==> src/rtl/if_id_pkg.sv <==
// Shared IF/ID types: bubble encoding, occupancy states and the fetch bundle.
package if_id_pkg;

    localparam int XLEN = 32;
    localparam logic [XLEN-1:0] NOP_INSTR = 32'h00000013;

    typedef enum logic [1:0] {
        EMPTY = 2'd0,
        FULL  = 2'd1,
        SKID  = 2'd2
    } if_id_state_t;

    typedef struct packed {
        logic [XLEN-1:0] pc;
        logic [XLEN-1:0] inc_pc;
        logic [XLEN-1:0] instr;
    } if_id_bundle_t;

    function automatic if_id_bundle_t make_bundle(input logic [XLEN-1:0] pc,
                                                  input logic [XLEN-1:0] inc_pc,
                                                  input logic [XLEN-1:0] instr);
        if_id_bundle_t b;
        b.pc     = pc;
        b.inc_pc = inc_pc;
        b.instr  = instr;
        return b;
    endfunction

endpackage

==> src/rtl/if_id_pipe_reg.sv <==
// IF/ID pipeline register: main entry feeds ID, skid entry absorbs one extra
// beat so if_ready depends only on registered state.
module if_id_pipe_reg
    import if_id_pkg::*;
#(
    parameter int              XLEN      = if_id_pkg::XLEN,
    parameter logic [XLEN-1:0] NOP_INSTR = if_id_pkg::NOP_INSTR
) (
    input  logic            clk,
    input  logic            rst_n,
    input  logic [XLEN-1:0] PC_out,
    input  logic [XLEN-1:0] inc_pc,
    input  logic [XLEN-1:0] instr,
    input  logic            if_valid,
    output logic            if_ready,
    input  logic            flush,
    output logic            id_valid,
    input  logic            id_ready,
    output logic [XLEN-1:0] id_pc,
    output logic [XLEN-1:0] id_inc_pc,
    output logic [XLEN-1:0] id_instr
);

    if_id_state_t  state;
    if_id_bundle_t main_entry;
    if_id_bundle_t skid_entry;
    if_id_bundle_t in_bundle;
    logic          accept;
    logic          consume;

    assign in_bundle = make_bundle(PC_out, inc_pc, instr);
    assign if_ready  = (state != SKID);
    assign id_valid  = (state != EMPTY);
    assign accept    = if_valid && if_ready;
    assign consume   = id_valid && id_ready;

    assign id_pc     = main_entry.pc;
    assign id_inc_pc = main_entry.inc_pc;
    // Stale main data after a flush is masked to a bubble on the instruction.
    assign id_instr  = (state == EMPTY) ? NOP_INSTR : main_entry.instr;

    always_ff @(posedge clk) begin
        if (!rst_n) begin
            state      <= EMPTY;
            main_entry <= '0;
            skid_entry <= '0;
        end else if (flush) begin
            state      <= EMPTY;
            skid_entry <= '0;
        end else begin
            case (state)
                EMPTY: begin
                    if (accept) begin
                        main_entry <= in_bundle;
                        state      <= FULL;
                    end
                end
                FULL: begin
                    if (accept && consume) begin
                        main_entry <= in_bundle;
                    end else if (accept) begin
                        skid_entry <= in_bundle;
                        state      <= SKID;
                    end else if (consume) begin
                        state <= EMPTY;
                    end
                end
                SKID: begin
                    if (consume) begin
                        main_entry <= skid_entry;
                        state      <= FULL;
                    end
                end
                default: state <= EMPTY;
            endcase
        end
    end

endmodule

==> config.mk <==
export PLATFORM = sky130hd
export DESIGN_NAME = if_id_pipe_reg
export DESIGN_NICKNAME = d
export VERILOG_FILES = /design/src/rtl/if_id_pkg.sv /design/src/rtl/if_id_pipe_reg.sv
export SDC_FILE = /design/constraint.sdc
export NUM_CORES = 1
export LEC_CHECK = 0
export CAP_MARGIN = 20
export CORE_ASPECT_RATIO = 0.8
export CORE_UTILIZATION = 38
export DETAILED_ROUTE_END_ITERATION = 8
export PLACE_DENSITY = 0.74
export SYNTH_ARGS = -nofsm -noshare
export SYNTH_HDL_FRONTEND = slang
export SYNTH_SLANG_ARGS = --single-unit
==> constraint.sdc <==
create_clock -name clk -period 2 [get_ports clk]
set_clock_uncertainty 0.05 [all_clocks]
set_input_delay 0.4 -clock clk [delete_from_list [all_inputs] [get_ports clk]]
set_output_delay 0.4 -clock clk [all_outputs]
set_load 0.02 [all_outputs]
==> run metrics, run 1 <==
outcome finished, final reports clean; dpl hpwl ~14 mm; Max Transition Viols Final 0; area of the multi-input gates 4190 µm²; Netlist cell types 24; critical path class flop to primary output; worst min-delay path class input pin to flop; Synth Net Count around 1200; element type at the critical path end primary output; Fin. Hold Viols 0; Post-Synthesis Cell Area 8980 µm²; pin count of the biggest net entering global routing 97; Vias 7659; Clock transition at path regs 0.07 ns; CP startpoint kind flop; sequential share of the synthesized area 0.432; Layout fillers 2147; routed wire length 23.6 mm; Worst path top cell family by delay buffers and inverters; max cap viols 0; final setup violation count 0; Starting DRT DRC Count 551; slowest cell delay on critical path 0.34 ns; Slew @ Worst Pin between 0.4 and 0.5 ns; Seq. cell area ~3900 µm²; row cnt approximately 50; # H-tree levels 4; CP required 1.55 ns; clk sinks 194; setup_tns 0 ns; Die ar. 24300 µm²; fmax 512 MHz; most frequent cells in the layout nand2_1 (288), dfxtp_1 (194), clkdlybuf4s50_1 (162); RSZ-0062 raised after global routing yes; Cells after Synth 1080; WP buf/inv 2; Worst-Skew Late Latency around 0.43 ns; drt first pass iters 5; post-placement cell area 10800 µm²; Horiz. Die Dim 174 µm; ratio of cells with drive above 1 in the final layout 0.124; Leak about 3.9 nW; power per cell area about 750 nW/µm²; n_diodes 0; DR vias/cell a little over 5; GRT overflow 0; Rel. slew slack 0.682; Avg Cell Area, Syn approximately 8.3 µm²; # nets final 1262; final critical-path required period slightly below 2 ns; hold_buf cts 0; VDD IR max 435 µV; TritonCTS clock tree built; area grow syn2layout 26.0%; Starting Density 0.394; core box area approximately 23000 µm²; GR Util All Layers 0.197; Slowest cell on crit path dfxtp_1; Final Cell Area 11300 µm²; Longest Clk Path Bufs 2; WP data arrival around 1.5 ns; final critical-path share of the clock period 0.976; Residual DRC 0; vias in the first global route ~7400; initial antenna violation count 2; CP cell instances nor2_2 -> buf_12 -> nor2b_1 -> clkdlybuf4s15_2; Warnings, synthesis 0; final antenna-violating net count 0; Port Buf Inserts 198; # IOs 199; CTS buffer count 17; first-pass GRT wire length 38.9 mm; wire per inst between 15 and 20 µm; commonest non-fill, non-tap cell in the layout nand2_1; clk root buf clkbuf_16; synthesized flop and latch total around 190; worst-path fanout max 33; GPL Wtd Cong 0.770; Die H 140 µm
registers in the layout, summed over array words and instances (netlist names):
signal / count
id_inc_pc: 32
id_pc: 32
main_entry: 32
skid_entry: 96
state: 2
stage by stage:
stage          setup slack [ns]   util  hold WS, ns  std cells  total power, mW
4_1_cts                 -0.0286  0.498        0.286       1480             8.51
2_1_floorplan             0.434      -        0.382       1080             4.75
3_3_place_gp            -0.0129  0.476        0.387       1448             5.22
5_1_grt                 -0.0150  0.496        0.304       1480             8.80
3_5_place_dp            -0.0603  0.476        0.392       1448             5.23
6_report                 0.0478  0.496        0.295       1480             8.43
per-layer routing:
| layer | global-route usage | vias to the layer above | wire, µm |
|---|---|---|---|
| met2 | 0.318 | 231 | 10800 |
| met5 | 0 | - | 24 |
| met3 | 0.0443 | 23 | 1530 |
| li1 | - | 3765 | - |
| met1 | 0.262 | 3636 | 10900 |
| met4 | 0.0605 | 4 | 287 |
cell type report:
class / instances / area share
repair buffers: 225 / 0.203
multi-input cells: 722 / 0.370
well taps: 306 / 0.0338
clock inverters: 14 / 0.0107
inverters: 1 / 0.000332
clock buffers: 18 / 0.0388
flip-flops and latches: 194 / 0.343
path summary, 6_finish.rpt:
check / startpoint / to / slack (ns) / cells past startpoint
setup / recovery: state[1] / id_instr[6] / 0.05 / 4
hold / removal: rst_n / id_pc[11] / 0.30 / 3
setup reg to reg: state[0] / main_entry[20] / 0.34 / 6
hold reg to reg: skid_entry[53] / skid_entry[53] / 0.40 / 2
power by group:
part / internal, mW / switching [mW] / leakage, nW / total [mW]
sequential: 3.97 / 0.0591 / 1.57 / 4.03
combinational: 0.521 / 0.576 / 2.03 / 1.10
clock: 1.67 / 1.64 / 0.271 / 3.31
total: 6.16 / 2.27 / 3.87 / 8.43
worst min-delay path, cell delays in order:
cell and delay (ns):
buf_6 0.19, nand2_1 0.09, o21ai_1 0.05
Yosys cell counts:
cell / number / area (µm²)
a21oi_1: 97 / 485
a21oi_2: 1 / 8.76
and2_1: 1 / 6.26
and3b_1: 1 / 8.76
buf_1: 7 / 26.3
buf_2: 33 / 165
buf_4: 67 / 503
buf_6: 5 / 56.3
clkbuf_1: 51 / 191
dfxtp_1: 194 / 3880
inv_1: 1 / 3.75
mux2_1: 40 / 450
mux2_2: 56 / 631
mux2i_1: 1 / 10.0
nand2_1: 289 / 1080
nand2b_1: 3 / 18.8
nor2_1: 5 / 18.8
nor2b_1: 30 / 188
nor2b_2: 1 / 8.76
o211ai_1: 96 / 721
o21ai_1: 96 / 480
o22a_1: 1 / 8.76
or2_1: 1 / 6.26
or2_2: 3 / 18.8
what timing repair did:
item                       in CTS  in global routing
gates cloned                    0                  0
gates resized for setup        48                 42
buffers inserted                0                  0
setup endpoints to repair      34                 31
kinds of logic after synthesis:
family | after synthesis | share of synthesized area
and+or+nand+nor | 334 | 0.151
muxes | 97 | 0.121
buffers and inverters | 164 | 0.105
AOI/OAI and AO/OA | 291 | 0.190
DFF | 194 | 0.432
Note: power is estimated with default switching activity, not from simulation.
==> inputs of run 2 (changes only) <==
CAP_MARGIN = not set   (was 20)
CORE_MARGIN = 5   (was not set)
==> run 2 against run 1 <==
Effect of this change:
- sequential power hardly changed
- clock-buffer cell count is 1 lower
- largest power group unchanged
- global-route usage is 1.5 points lower
- hold slack worse by 0.023 ns
- non-clock buffer count is 4 higher
- total power is 3.5% higher
==> run metrics, run 2 (same netlist as run 1, synthesis figures left out) <==
outcome finished, final reports clean; dpl hpwl 15.7 mm; GRT overflow 0; fmax 514 MHz; Fin. Hold Viols 0; final critical-path share of the clock period 0.973; max cap viols 0; wire per inst approximately 17 µm; Leak 3.93 nW; n_diodes 0; Starting Density 0.385; Die ar. roughly 27000 µm²; clk root buf clkbuf_16; routed wire length ~25 mm; Residual DRC 0; core box area 23300 µm²; pin count of the biggest net entering global routing 93; Longest Clk Path Bufs 2; Max Transition Viols Final 0; row cnt 50; Cell Int Power 6.41 mW; TritonCTS clock tree built; Worst-Skew Late Latency around 0.43 ns; power per cell area approximately 770 nW/µm²; Die H roughly 150 µm; # IOs 199; clk sinks 194; CP startpoint kind flop; CP required 1.55 ns; vias in the first global route 7523; area of the multi-input gates 4200 µm²; GR Util All Layers 0.182; Starting DRT DRC Count 490; GPL Wtd Cong 0.761; Largest register FFs 96; sequential power share 0.462; VDD IR max slightly above 500 µV; drt first pass iters 5; first-pass GRT wire length 40.2 mm; critical path class flop to primary output; Layout fillers 2169; logic gate share of total power 0.128; # nets final around 1300; Vias 7715; Seq. cell area 3890 µm²; Horiz. Die Dim 182 µm; final critical-path required period 1.95 ns; worst min-delay path class input pin to flop; Rel. slew slack 0.569; commonest non-fill, non-tap cell in the layout nand2_1; most frequent cells in the layout nand2_1 (288), dfxtp_1 (192), clkdlybuf4s50_1 (162); most flop-heavy register skid_entry; worst-path fanout max 17; ratio of cells with drive above 1 in the final layout 0.132; Port Buf Inserts ~200; clock share of power 0.410; final setup violation count 0; DR vias/cell 5.18; slack of the critical path 0.0534 ns; pre-CTS setup slack -0.0988 ns; sw frac 0.266; hold_buf cts 0; Clock transition at path regs 0.08 ns; area grow syn2layout 26.9%; Slew @ Worst Pin approximately 0.65 ns; initial antenna violation count 1; Hold WS 0.272 ns; final antenna-violating net count 0; Sw Pwr 2.32 mW; RSZ-0062 raised after global routing yes; # H-tree levels 4; CTS buffer count 17; element type at the critical path end primary output; WP data arrival 1.50 ns
run 2: per-layer routing:
| metal | wire [µm] | track usage | vias to the layer above |
|---|---|---|---|
| met2 | 11500 | 0.302 | 232 |
| met1 | 11600 | 0.241 | 3693 |
| met3 | 1730 | 0.0490 | 11 |
| met5 | 13 | 0 | - |
| met4 | 145 | 0.0334 | 2 |
| li1 | - | - | 3777 |
run 2: power by group through the flow:
| stage | Sequential (mW) | Combinational [mW] | Clock [mW] |
|---|---|---|---|
| finish | 4.03 | 1.12 | 3.58 |
| floorplan | 4.10 | 0.653 | 0 |
| global route | 4.05 | 1.21 | 3.85 |
| CTS | 4.03 | 1.14 | 3.68 |
| detailed placement | 4.12 | 1.12 | 0 |
| global placement | 4.12 | 1.10 | 0 |
run 2: path summary, 6_finish.rpt:
check,slack [ns],cells past startpoint,startpoint,end
max,0.05,4,state[1],id_instr[20]
min,0.27,3,rst_n,id_pc[15]
max reg2reg,0.26,6,state[0],id_inc_pc[6]
min reg2reg,0.40,2,skid_entry[66],skid_entry[66]
run 2: repair_timing:
| action | 4_1_cts | 5_1_grt |
|---|---|---|
| resized for setup | 96 | 21 |
| endpoints found under the setup margin | 34 | 18 |
| cloned | 1 | 0 |
| buffers inserted | 1 | 0 |
| pin swaps | 0 | 0 |
| hold endpoints to repair | 0 | 0 |
run 2: through the flow:
step | total power [mW] | cell area (µm²) | setup TNS, ns | cells | util
2_1_floorplan | 4.75 | 8980 | 0 | 1080 | -
3_3_place_gp | 5.22 | 10800 | -0.979 | 1457 | 0.464
3_5_place_dp | 5.24 | 10800 | -10.40 | 1457 | 0.464
4_1_cts | 8.85 | 11400 | -0.0506 | 1491 | 0.490
5_1_grt | 9.10 | 11400 | -0.00824 | 1490 | 0.488
6_report | 8.73 | 11400 | 0 | 1490 | 0.488
run 2: final cells by class:
class,count,share of cell area
Multi-Input combinational cell,722,0.368
Sequential cell,194,0.341
Timing Repair Buffer,229,0.201
Clock buffer,17,0.0373
Tap cell,312,0.0343
Clock inverter,15,0.0172
Inverter,1,0.000329
run 2: critical path: stages, from the launching register on:
cell and delay, ns:
dfxtp_2 0.34, nor2_4 0.16, buf_12 0.19, nor2b_1 0.06, clkdlybuf4s15_1 0.31
